$ cat config.mk
export PLATFORM = sky130hd
export DESIGN_NAME = mem_module
export DESIGN_NICKNAME = d
export VERILOG_FILES = /design/src/rtl/mem_module.sv
export SDC_FILE = /design/constraint.sdc
export NUM_CORES = 1
export LEC_CHECK = 0
export BUFFER_PORTS_ARGS = -buffer_cell sky130_fd_sc_hd__buf_2
export CORE_ASPECT_RATIO = 1.75
export CORE_UTILIZATION = 49
export DETAILED_ROUTE_END_ITERATION = 16
export GPL_TIMING_DRIVEN = 0
export MAX_ROUTING_LAYER = met4
export PLACE_DENSITY = 0.69
export SYNTH_ARGS = -nofsm -noshare
export SYNTH_HDL_FRONTEND = slang
export SYNTH_SLANG_ARGS = --single-unit
$ cat constraint.sdc
create_clock -name clk -period 1.56 [get_ports clk]
set_input_delay 0.234 -clock clk [delete_from_list [all_inputs] [get_ports clk]]
set_output_delay 0.234 -clock clk [all_outputs]
set_load 0.005 [all_outputs]
$ cat src/rtl/mem_module.sv
// ---------------------------------------------------------------------------
// mem_module
//   Small register-file style memory: 2**ADDR_WIDTH words of DATA_WIDTH bits,
//   one write port and one registered read port on a single clock.
//
//   Ports
//     clk      in   rising-edge clock; all state updates here
//     reset    in   synchronous, active-high; clears every word and dataOut
//     Wen      in   write enable: mem[wrAddr] <= datain
//     Ren      in   read enable: dataOut <= mem[rdAddr] (1-cycle latency)
//     wrAddr   in   write address
//     rdAddr   in   read address
//     datain   in   write data
//     dataOut  out  registered read data; holds while Ren is low
//
//   A same-edge write and read to one address is write-first: dataOut takes
//   the incoming datain. Reads of a different address see pre-edge contents.
// ---------------------------------------------------------------------------
module mem_module #(
  parameter int DATA_WIDTH = 15,
  parameter int ADDR_WIDTH = 3
) (
  input  logic                  clk,
  input  logic                  reset,
  input  logic                  Wen,
  input  logic                  Ren,
  input  logic [ADDR_WIDTH-1:0] wrAddr,
  input  logic [ADDR_WIDTH-1:0] rdAddr,
  input  logic [DATA_WIDTH-1:0] datain,
  output logic [DATA_WIDTH-1:0] dataOut
);

  localparam int DEPTH = 2 ** ADDR_WIDTH;

  logic [DATA_WIDTH-1:0] mem [DEPTH];

  // Bypass the write data when the read hits the word being written.
  logic                  collide;
  logic [DATA_WIDTH-1:0] rd_data;

  always_comb begin
    collide = Wen && (wrAddr == rdAddr);
    rd_data = collide ? datain : mem[rdAddr];
  end

  // NOTE: clocked state uses non-blocking assignments so the read below sees
  // the pre-edge memory contents regardless of statement order.
  always_ff @(posedge clk) begin
    if (reset) begin
      // NOTE: the memory is cleared on reset because its contents are
      // architecturally visible after reset; this rules out block-RAM mapping.
      for (int i = 0; i < DEPTH; i++) begin
        mem[i] <= '0;
      end
      dataOut <= '0;
    end else begin
      if (Wen) begin
        mem[wrAddr] <= datain;
      end
      if (Ren) begin
        dataOut <= rd_data;
      end
    end
  end

endmodule

==> impl_summary.md <==
Routing
The starting DRC count in detailed routing is 311. The first detailed-routing pass took 5 iterations. After detailed routing, the number of vias per cell comes to 6.19. The routed via count is 4018. The detailed-route DRC error count is 0. The detail route stage leaves a number of antenna-violating nets equal to 0. Summed over all layers, the routed wires come to 16.2 mm.

The average wire length per cell after detail routing is 25.0 um.

Global routing
The number of global-route vias before repair is 4204. In the global route stage, met2 resource usage came out at 46.8%. The number of antenna violations at the first check in global routing is 0. For this run, global-route usage on met1 was measured as 29.7%. The met3 usage in global routing is 4.69%. After global routing, the most crowded layer is met2. Global routing consumed, over all layers together, 27.8% of the routing resources. The remaining global-route overflow is 0. Entering global routing, the biggest net connects 17 pins.

The wire length of the first global-routing pass is 24.1 mm.

Synth
The count of flip-flops with a built-in enable after synthesis is 120. In the synthesized netlist the dominant register cell turns out to be sky130_fd_sc_hd__edfxtp_1. The distinct cell type count after synthesis is 27. After Yosys synthesis, and, or, nand and nor cells account for 14.9% of the synthesized area. The fraction of registers with async set or reset after synthesis is 0%.

The number of nets in the synthesized netlist is 442. Summed over its instances, the top area cell type makes up 59.1% of the synthesized netlist area. Ranked by instance count, the synthesized netlist is headed by sky130_fd_sc_hd__edfxtp_1, sky130_fd_sc_hd__nor3_1, sky130_fd_sc_hd__mux4_2. Counting flops and latches in the post-synthesis netlist gives 135.

A synthesized cell averages 14.6 sq um. The compound-gate portion of the synthesized area is 2.50%. The cell count after synthesis is 417. The biggest area contributor in the post-synthesis netlist is sky130_fd_sc_hd__edfxtp_1. The number of warnings issued by yosys is 0. The sequential cell area fraction in the yosys report is 64.1%. In the post-synthesis netlist, the cell with the most instances is sky130_fd_sc_hd__edfxtp_1.

The proportion of synthesized area in mux cells is 13.5%. The post-synthesis share of cell area spent on xor and xnor gates is 0.554%. The area share of fa/ha/maj cells after synthesis is 0%.

The post-synthesis cell area is 6090 sq um. Sorting the synthesized cells by area gives the leading types as sky130_fd_sc_hd__edfxtp_1, sky130_fd_sc_hd__mux4_2, sky130_fd_sc_hd__nor3_1. After synthesis, the largest family of logic cells by area is simple AND/OR/NAND/NOR gates.

Die
The die extent in x is 86.3 um. The die covers 12900 sq um. Once the floorplan was initialized, standard cells occupied 50.5% of the core.

The floorplan has 53 rows. The number of top-level design ports is 40. After floorplanning, the core was sized to cover 12100 sq um. The height of the die is 150 um.

Cells and area
The count of inserted antenna diode cells is 0. Summing all flip-flop and latch instances after layout gives 3900 sq um. The area used by multi-input combinational logic is 1930 sq um. Fill cells in the final layout number 991.

Once layout is complete, the utilization of the core stands at 58.4%. In the final layout, the share of cells above drive strength 1 is 28.3%. Compared with the post-synthesis result, the final layout area differs by 15.6%. The final layout net count is 496.

Clock network
The count of H-tree levels built during CTS is 4. The count of clock tree sinks is 135. The clock reaches the later pin of the worst-skew pair after 0.41 ns.

TritonCTS built the clock tree. The total clock buffers created by CTS is 17. After clock tree synthesis, the setup repair step added 0 buffers.

Post-CTS repair changed the size of 0 cells. The number of hold buffers added after CTS was 0. The maximum number of buffers from clock root to sink is 2. The clock-pin transition on the worst setup and hold timing paths is 0.06 ns. The clock root buffer master is sky130_fd_sc_hd__clkbuf_16.

Pwr
IR analysis of the VDD net gives a maximum drop of 0.000745 V. For this design the ratio of total power to cell area is 1260 nW/um^2. The total design power is 8.87 mW. The leakage component of the power is 2.31 nW.

STA
After layout, the minimum clock period comes to 1.46 ns. The final hold violation count was 0. The final critical path takes up 93.4% of the cycle. Static timing analysis puts the maximum clock frequency at 0.686 GHz. For the final database, setup skew stands at 0.00603 ns.

Setup repair after global routing left no endpoint under its margin. The count of endpoints failing setup in the final report is 0. At the pin with the least slew margin, the transition time is 0.715 ns. The count of pins over their slew limit is 0.

The worst-case headroom to the max-slew limit is 52.3%.

Critical path
The startpoint class of the critical path is a primary input. The cell with the biggest individual delay on the critical path is sky130_fd_sc_hd__or2_2. The critical path goes through buf_2, or3b_1, buf_2, nor3_1, or2_2. The worst setup path is of the in -> reg kind.

The count of buffer and inverter cells on the critical path is 2. The cell type group with the largest total delay on the critical path is simple AND/OR/NAND/NOR gates. The required time at the endpoint of the critical path is 1.62 ns. The worst setup path is captured at a flop. Among the stages of the critical path, the cell type that occurs most often is sky130_fd_sc_hd__buf_2. At the worst endpoint, the arrival time is 1.52 ns.

The delay of the slowest critical-path stage is 0.43 ns. Of all nets on the critical path, the largest fanout is 15.

Placement
The detailed placement HPWL is 10.9 mm. The count of buffers added on input and output ports is 35. The routability-driven placement congestion ratio is 0.889.

Status
The run finished with clean final reports.

Worst hold path
In this run the worst hold path is classified as in -> reg.

Run
Across the run, the number of max-cap violations was 0.
[worst reg2reg max path, delay by kind of cell (launching register included)]
kind / cells / cell delay [ns]
mux: 2 / 0.75
flops: 1 / 0.37
compound gates: 1 / 0.15
[sequential cells by signal (all words and copies together) (netlist names)]
| register | count |
|---|---|
| dataOut | 15 |
| mem | 120 |
[layout by cell type (no fill, tap or decap), drive strengths merged]
master      n
nor2        7
o221ai     15
bufinv      2
mux2i      15
nor3       86
nand3b      2
nand2      15
or2         8
edfxtp    120
xnor2       3
clkinv     23
nor4       28
mux4       30
a41o        1
clkbuf     35
clkinvlp    3
and2        8
inv         1
and3b       1
or3b        2
nand4       2
buf        59
nand2b      3
dfxtp      15
[stage by stage]
step / TNS (ns) / setup WS (ns) / std cells / area (sq um) / hold slack, ns
global placement: -29.37 / -0.250 / 617 / 6480 / 0.440
finish: 0 / 0.102 / 649 / 7050 / 0.174
detailed placement: -33.50 / -0.335 / 617 / 6480 / 0.444
global route: 0 / 0.0482 / 649 / 7050 / 0.204
CTS: 0 / 0.0898 / 649 / 7050 / 0.175
floorplan: 0 / 0.0576 / 417 / 6100 / 0.430
[per-layer routing]
metal	routed length, um	vias to the layer above
li1	-	1765
met1	5530	1974
met2	8680	219
met3	979	60
met4	1030	0
met5	0	-
[final cells by class]
| class | instances | area share, % |
|---|---|---|
| Buffer | 42 | 3.05 |
| Clock buffer | 17 | 6.04 |
| Clock inverter | 15 | 1.94 |
| Inverter | 14 | 0.746 |
| Multi-Input combinational cell | 226 | 27.4 |
| Sequential cell | 135 | 55.4 |
| Tap cell | 165 | 2.93 |
| Timing Repair Buffer | 35 | 2.49 |
[path summary, 6_finish.rpt]
path,startpoint,to,slack [ns],cells after the start
setup reg to reg,mem[7][0]$_SDFFCE_PN0P_,dataOut[0]$_SDFFE_PP0P_,0.17,3
hold reg to reg,dataOut[9]$_SDFFE_PP0P_,dataOut[9]$_SDFFE_PP0P_,0.46,2
setup / recovery,reset,mem[0][3]$_SDFFCE_PN0P_,0.10,5
hold / removal,Wen,dataOut[13]$_SDFFE_PP0P_,0.17,3
[logic make-up after synthesis]
group / count (synthesis)
DFF: 135
muxes: 45
AOI/OAI and AO/OA: 16
xor gates and xnor gates: 3
and+or+nand+nor: 162
buffers and inverters: 56
[report_power, final]
part	switching (mW)	total, mW	internal, mW
combinational	0.512	0.814	0.302
sequential	0.0773	4.25	4.17
clock	1.48	3.81	2.32
total	2.07	8.87	6.80
(Power assumes the default switching activity.)
